--- src/rtl/reg_file_pkg.sv ---
// Shared types, default widths and the bank-advance helper for the banked register file.
package reg_file_pkg;

  typedef enum logic {RF_CLEAR, RF_IDLE} rf_state_t;

  localparam int unsigned RF_DATA_W    = 8;
  localparam int unsigned RF_ADDR_W    = 5;
  localparam int unsigned RF_NUM_BANKS = 2;

  function automatic int unsigned rf_next_bank(input int unsigned bank,
                                               input int unsigned num_banks);
    return (bank == num_banks - 1) ? 0 : bank + 1;
  endfunction

endpackage

--- src/rtl/rf_clear_seq.sv ---
// Clear sequencer: walks every entry index once after reset or CLR_REQ, then reports READY.
module rf_clear_seq
  import reg_file_pkg::*;
#(
  parameter int unsigned ADDR_W = RF_ADDR_W
) (
  input  logic              i_clk,
  input  logic              i_rst_n,
  input  logic              i_clr_req,
  output logic              o_clr_we,
  output logic [ADDR_W-1:0] o_clr_addr,
  output logic              o_ready
);

  rf_state_t         r_state, w_state_nxt;
  logic [ADDR_W-1:0] r_cnt, w_cnt_nxt;

  always_ff @(posedge i_clk or negedge i_rst_n) begin
    if (!i_rst_n) begin
      r_state <= RF_CLEAR;
      r_cnt   <= '0;
    end else begin
      r_state <= w_state_nxt;
      r_cnt   <= w_cnt_nxt;
    end
  end

  always_comb begin
    w_state_nxt = r_state;
    w_cnt_nxt   = r_cnt;
    unique case (r_state)
      RF_CLEAR: begin
        // Leave CLEAR after the last index instead of wrapping the counter.
        if (i_clr_req) begin
          w_cnt_nxt = '0;
        end else if (&r_cnt) begin
          w_state_nxt = RF_IDLE;
          w_cnt_nxt   = '0;
        end else begin
          w_cnt_nxt = r_cnt + ADDR_W'(1);
        end
      end
      RF_IDLE: begin
        if (i_clr_req) begin
          w_state_nxt = RF_CLEAR;
          w_cnt_nxt   = '0;
        end
      end
      default: begin
        w_state_nxt = RF_CLEAR;
        w_cnt_nxt   = '0;
      end
    endcase
  end

  assign o_clr_we   = (r_state == RF_CLEAR);
  assign o_clr_addr = r_cnt;
  assign o_ready    = (r_state == RF_IDLE);

endmodule

--- src/rtl/reg_file_banked.sv ---
// Multi-bank register file, 1 write / 2 async read ports, with swap pulse and clear sequencer.
// Optional WRITE_BYPASS_EN makes same-cycle reads return the write data (write-first).
module reg_file_banked
  import reg_file_pkg::*;
#(
  parameter  int unsigned DATA_W    = RF_DATA_W,
  parameter  int unsigned ADDR_W    = RF_ADDR_W,
  parameter  int unsigned NUM_BANKS = RF_NUM_BANKS,
  localparam int unsigned BANK_W    = $clog2(NUM_BANKS)
) (
  input  logic              i_clk,
  input  logic              i_rst_n,
  input  logic [DATA_W-1:0] i_din,
  input  logic [ADDR_W-1:0] i_adrx,
  input  logic [ADDR_W-1:0] i_adry,
  input  logic              i_rf_wr,
  input  logic              i_bank_swp,
  input  logic              i_clr_req,
  output logic [DATA_W-1:0] o_dx_out,
  output logic [DATA_W-1:0] o_dy_out,
  output logic [BANK_W-1:0] o_bank,
  output logic              o_ready
);

  localparam int unsigned DEPTH = 2 ** ADDR_W;

  logic [DATA_W-1:0] r_mem [NUM_BANKS][DEPTH];
  logic [BANK_W-1:0] r_bank;
  logic              w_clr_we;
  logic [ADDR_W-1:0] w_clr_addr;
  logic              w_ready;
  logic              w_user_wr;
  logic              w_user_swp;
  logic [DATA_W-1:0] w_dx_raw;
  logic [DATA_W-1:0] w_dy_raw;

  rf_clear_seq #(
    .ADDR_W(ADDR_W)
  ) u_clear_seq (
    .i_clk     (i_clk),
    .i_rst_n   (i_rst_n),
    .i_clr_req (i_clr_req),
    .o_clr_we  (w_clr_we),
    .o_clr_addr(w_clr_addr),
    .o_ready   (w_ready)
  );

  // A clear request in IDLE swallows any same-cycle write or swap.
  assign w_user_wr  = w_ready & i_rf_wr & ~i_clr_req;
  assign w_user_swp = w_ready & i_bank_swp & ~i_clr_req;

  always_ff @(posedge i_clk or negedge i_rst_n) begin
    if (!i_rst_n) begin
      r_bank <= '0;
    end else if (w_user_swp) begin
      r_bank <= BANK_W'(rf_next_bank(32'(r_bank), NUM_BANKS));
    end
  end

  // Array contents have no reset; the clear sequencer zeroes them instead.
  always_ff @(posedge i_clk) begin
    if (w_clr_we) begin
      for (int b = 0; b < NUM_BANKS; b++) begin
        r_mem[b][w_clr_addr] <= '0;
      end
    end else if (w_user_wr) begin
      r_mem[r_bank][i_adrx] <= i_din;
    end
  end

  always_comb begin
    w_dx_raw = r_mem[r_bank][i_adrx];
    w_dy_raw = r_mem[r_bank][i_adry];
`ifdef WRITE_BYPASS_EN
    if (w_ready && i_rf_wr) begin
      w_dx_raw = i_din;
      if (i_adry == i_adrx) begin
        w_dy_raw = i_din;
      end
    end
`endif
  end

  assign o_dx_out = w_ready ? w_dx_raw : '0;
  assign o_dy_out = w_ready ? w_dy_raw : '0;
  assign o_bank   = r_bank;
  assign o_ready  = w_ready;

endmodule
--- config.mk ---
export PLATFORM = sky130hd
export DESIGN_NAME = reg_file_banked
export DESIGN_NICKNAME = d
export VERILOG_FILES = /design/src/rtl/reg_file_pkg.sv /design/src/rtl/rf_clear_seq.sv /design/src/rtl/reg_file_banked.sv
export SDC_FILE = /design/constraint.sdc
export NUM_CORES = 1
export LEC_CHECK = 0
export ABC_AREA = 1
export ABC_CLOCK_PERIOD_IN_PS = 1980
export BUFFER_PORTS_ARGS = -buffer_cell sky130_fd_sc_hd__buf_2
export CORE_ASPECT_RATIO = 0.75
export CORE_MARGIN = 3
export CORE_UTILIZATION = 58
export DETAILED_ROUTE_END_ITERATION = 8
export MAX_ROUTING_LAYER = met4
export PLACE_DENSITY = 0.8
export SLEW_MARGIN = 20
export SYNTH_ARGS = -nofsm -noshare
export SYNTH_HDL_FRONTEND = slang
export SYNTH_SLANG_ARGS = --single-unit
--- constraint.sdc ---
create_clock -name i_clk -period 1.98 [get_ports i_clk]
set_clock_uncertainty 0.15 [all_clocks]
set_input_delay 0.297 -clock i_clk [delete_from_list [all_inputs] [get_ports i_clk]]
set_output_delay 0.297 -clock i_clk [all_outputs]
set_load 0.005 [all_outputs]
# ---- After elaboration in Yosys (flattened, before gate mapping)
# Memory sizes are Yosys's and may differ from the RTL's.
# Index checks and enable logic that the tools add are counted.
dict set report classes {
  add_sub_neg 2
  order_cmp 5
  n_eq_ne 1
  muxes 28
  bitwise_logic 9
  reduce_logical 4
}
# op n
set ops {}
lappend ops {{$mux W256} 4}
lappend ops {{$reduce_or A256 Y1} 1}
lappend ops {{$bmux W8 S5} 2}
lappend ops {{$demux W8 S5} 2}
lappend ops {{$mux W8} 8}
lappend ops {{$ge A6 B6 Y1 const B} 3}
lappend ops {{$not A5 Y6} 3}
lappend ops {{$mux W5} 3}
lappend ops {{$lt A6 B1 Y1 const B} 2}
lappend ops {{$pmux W5 S2} 1}
lappend ops {{$mux W1} 7}
lappend ops {{$add A5 B1 Y5 const B} 1}
lappend ops {{$reduce_and A5 Y1} 1}
lappend ops {{$and A1 B1 Y1} 4}
lappend ops {{$logic_and A1 B1 Y1} 2}
lappend ops {{$ne A2 B2 Y1 const B} 1}
lappend ops {{$not A1 Y1} 2}
lappend ops {{$pmux W1 S2} 1}
lappend ops {{$add A1 B1 Y1 const B} 1}
dict set report totals {
  regBits 7
  mem_bits_rw 512
  input_bits 23
  out_inout_bits 18
  wordCells 53
  mem_count 1
}
# name depth word_bits rd rd_ports_with_merged_regs wr line_no
set mem_list {}
lappend mem_list {r_mem 2 256 1 0 2 reg_file_banked.sv:27} ;# logic [DATA_W-1:0] r_mem [NUM_BANKS][DEPTH];

# ---- Longest topological paths before layout
dict set report depth {
  depth_word 8
  depth_mapped 12
  depth_no_buf 10
}

# ---- Cells and area by module
# From an unflattened synthesis, not the netlist that was laid out.
dict set report hier_totals {
  cells_unflattened 3278
  hier_area_um2 27512.6
}
# module instances cells_per_inst area_each_um2
set by_module_without_submodules {}
lappend by_module_without_submodules {reg_file_banked 1 3241 27208.6}
lappend by_module_without_submodules {rf_clear_seq 1 37 304.0}

# ---- Worst setup path before layout
# Ideal clock, no wire load.
dict set report synth_timing {
  path_type {register to register}
  startpoint {register r_bank, in the netlist o_bank}
  endpoint {memory r_mem[1][24] in the netlist's numbering, enable pin}
  setup_ps 329
  t_arrival_ps 1761
  required_time_ps 1501
  path_slack_ps -260
  stages_incl_launch_ff 7
  cell_sequence {dfrtp_1 > buf_2 > buf_2 > buf_1 > buf_2 > nand3_1 > nand2_1}
}
# item line_no
set synth_rtl {}
lappend synth_rtl {{start: declaration} reg_file_banked.sv:28} ;# logic [BANK_W-1:0] r_bank;
lappend synth_rtl {{start signal: assignment} reg_file_banked.sv:56} ;# r_bank <= BANK_W'(rf_next_bank(32'(r_bank), NUM_BANKS));
lappend synth_rtl {{end: declaration} reg_file_banked.sv:27}

# ---- Final worst setup path
dict set report layout_timing {
  startpoint {register r_bank, in the netlist o_bank}
  endpoint {output o_dy_out[1]}
}
dict set report layout_between {
  elab_chain_len 5
}
# item line_no
set layout_lines {}
lappend layout_lines {{$mem_v2 Z2 W256} n/a}
lappend layout_lines {{$bmux W8 S5} reg_file_banked.sv:73} ;# w_dy_raw = r_mem[r_bank][i_adry];
lappend layout_lines {{$mux W8 (not written as such) (2 in a row)} reg_file_banked.sv:73}
lappend layout_lines {{$mux W8} reg_file_banked.sv:85} ;# assign o_dy_out = w_ready ? w_dy_raw : '0;
lappend layout_lines {{end: declaration} reg_file_banked.sv:20} ;# output logic [DATA_W-1:0] o_dy_out,
# Every way passes these cells. The select of a mux whose other input is x is not followed.

==> metrics <==
dpl hpwl=66.8 mm; Final Core Density=74.3%; Vias/cell=between 6 and 7; Max Slew Vio Count=0; first-pass GRT wire length=143 mm; # setup viols final=16; Gate Count Post-Synth=3213; commonest non-fill, non-tap cell in the layout=nand2_1; static leakage=roughly 13 nW; sw frac=30.0%; FF-to-FF Start=o_bank$_DFFE_PN0P_; most frequent cells in the layout=nand2_1, nor2_1, edfxtp_1; Placed Area=30700 um2; Global Route Usage Sum=40.8%; Core ar.=45300 um2; area delta synth->final=24.8%; Setup crit start=o_bank$_DFFE_PN0P_; Crit. End Element=primary output; Rows=67; die height=193 um; PnR worst setup slack=-1.29 ns; worst-margin pin slew=0.513 ns; violated checks=setup timing; Final Instance Area=33600 um2; Reg-to-Reg End=r_mem[0][9]$_SDFFCE_PN0P_; CTS buffer count=50; Clock Sinks=519; WL per Instance=23.8 um; maximum VDD drop=0.827 mV; clock slew at reported path FFs=approximately 0.07 ns; Pre-Repair DR Iteration Count=6; Clk network pwr share=34.7%; root buffer selected by CTS=clkbuf_16; Main synth FF type=edfxtp_1; Syn Nets=~3200; total die area=49100 um2; final worst path period share=165%; Reg2Reg Setup Slack=approximately 0.030 ns; Comb power frac=21.7%; Hold Path Class=primary input to flip-flop; vias in the first global route=23700; largest net degree at the start of global routing=65; Post-Syn Area per Cell=about 8.4 um2; synthesis warning total=0; critical path required time=approximately 1.5 ns; min Tclk post-route=3.27 ns; nets@finish=3493; outcome=finished, violations left; Routed Antenna Nets=0; worst setup path class=flip-flop to primary output; Sequential Power Share=43.6%; Syn Std Cell Area=27000 um2; RSZ-0062 raised after global routing=yes; asr flop ratio synth=1.35%; crit path to=o_dy_out[1]; deepest clock path buffer count=3; normalized max-slew margin=65.7%; number of port buffers=40; H-tree depth=2; synthesized flop and latch total=519; register area share after synthesis=57.7%; 1st-iter DRT viols=4163; CP Data Arrival Time=2.82 ns; CTS tree=built; routed wire length=~98 mm; CP startpoint kind=flip-flop; vias post-DR=25400; Clk Latency, worst-skew pair=0.60 ns; Power Dens Cells=~830 nW/um2; critical path fanouts, max=18; placer congestion estimate=roughly 1.1; DRC=0; FMAX=306 MHz; Post-synth EDFFs=512; boundary pin count=between 40 and 50; share of cells above drive strength 1=20.4%; switching power total=8.33 mW; Starting Density=between 50% and 60%; maxcap violations=0; initial antenna violation count=3; Final Hold Fails=0; Internal Pwr Total=19.4 mW; Worst R2R Path Depth=6; total grt overflow=0; Netlist cell types=29; DIE WIDTH=between 200 and 300 um
[synthesized netlist by cell type (13+ instances only)]
cell type / n / area share, %
nand2_1: 1231 / 17
nor2_1: 566 / 7.9
edfxtp_1: 512 / 57
nand3_1: 455 / 8.4
clkbuf_1: 115 / 1.6
nand4_1: 48 / 1.1
o21ai_0: 48 / 0.89
buf_2: 46 / 0.85
nand3_2: 41 / 1.5
buf_1: 36 / 0.50
inv_1: 30 / 0.42
a21oi_1: 13 / 0.24
inv_2: 13 / 0.18
nor3_1: 13 / 0.24
[critical path, cell delays in order (launching register included)]
cell and delay (ns):
dfrtp_4 0.58, inv_12 0.14, buf_6 0.20, nand2_1 0.07, nand2_1 0.09, o21ai_0 0.08, o21ai_1 0.23, nor2_1 0.09
nor2_2 0.17, buf_4 0.16, nor2_1 0.07, nor2_4 0.18, buf_2 0.14
[kinds of logic after synthesis]
kind of cell / after synthesis / share of synthesized area [%]
buffers and inverters: 245 / 3.69
flip-flops: 519 / 57.7
XOR/XNOR: 3 / 0.0975
AO/OA/AOI/OAI: 67 / 1.27
AND/OR/NAND/NOR: 2374 / 37.0
adder cells (fa/ha/maj): 5 / 0.232
[power groups by stage]
stage / Clock [mW] / Sequential, mW / Combinational, mW
2_1_floorplan: 0 / 12.3 / 3.04
3_3_place_gp: 0 / 12.3 / 5.07
3_5_place_dp: 0 / 12.3 / 5.14
4_1_cts: 9.59 / 12.1 / 5.56
5_1_grt: 10.0 / 12.1 / 6.39
6_report: 9.64 / 12.1 / 6.01
[cell type report]
type,count,area [um2]
inverters,43,176
clock inverters,31,297
flip-flops and latches,519,15600
multi-input cells,2449,11500
well taps,586,733
repair buffers,402,4010
clock buffers,62,1300
fillers,3263,11600
diodes,4,10.0
[state kept, by name, summed over array words and instances, names as in the netlist]
signal / count
r_mem: 512
u_clear_seq.o_ready: 1
u_clear_seq.o_clr_addr: 5
o_bank: 1
[how the worst min path moves through the flow]
stage	startpoint	end	slack (ns)	depth (start not counted)
after floorplan	i_rst_n	o_bank$_DFFE_PN0P_	-0.15	0
after global routing	i_din[2]	r_mem[0][178]$_SDFFCE_PN0P_	0.08	3
after detailed placement	i_rst_n	u_clear_seq.o_ready$_DFF_PN0_	0.005	1
after global placement	i_rst_n	u_clear_seq.o_ready$_DFF_PN0_	-0.004	1
final	i_din[2]	r_mem[1][170]$_SDFFCE_PN0P_	0.08	3
after CTS	i_din[2]	r_mem[0][154]$_SDFFCE_PN0P_	0.06	3
[routing by layer]
layer	vias to the layer above	share of wire [%]	track usage, %
li1	11200	-	-
met1	12000	38	56.4
met2	1964	41	55.0
met3	265	17	15.4
met4	0	3.2	14.6
met5	-	0	-
[metrics by stage]
stage          setup slack, ns  power (mW)  instances  hold slack [ns]  setup TNS [ns]
2_1_floorplan          -0.0716        15.3       3213           -0.149           -7.08
3_5_place_dp            -0.838        17.5       3969          0.00530          -52.84
6_report                 -1.29        27.8       4096           0.0828          -19.70
5_1_grt                  -1.35        28.5       4095           0.0773          -30.65
3_3_place_gp            -0.844        17.4       3969         -0.00389          -32.83
4_1_cts                  -1.25        27.3       4082           0.0557          -19.19
[repair_timing]
action                     4_1_cts  5_1_grt
pin swaps                       13       21
gates cloned                     5        3
gates resized for setup        128      114
setup buffers                    9        7
hold buffers                     6        0
setup endpoints to repair      154      443
hold endpoints to repair        22        0
(Power assumes the default switching activity.)
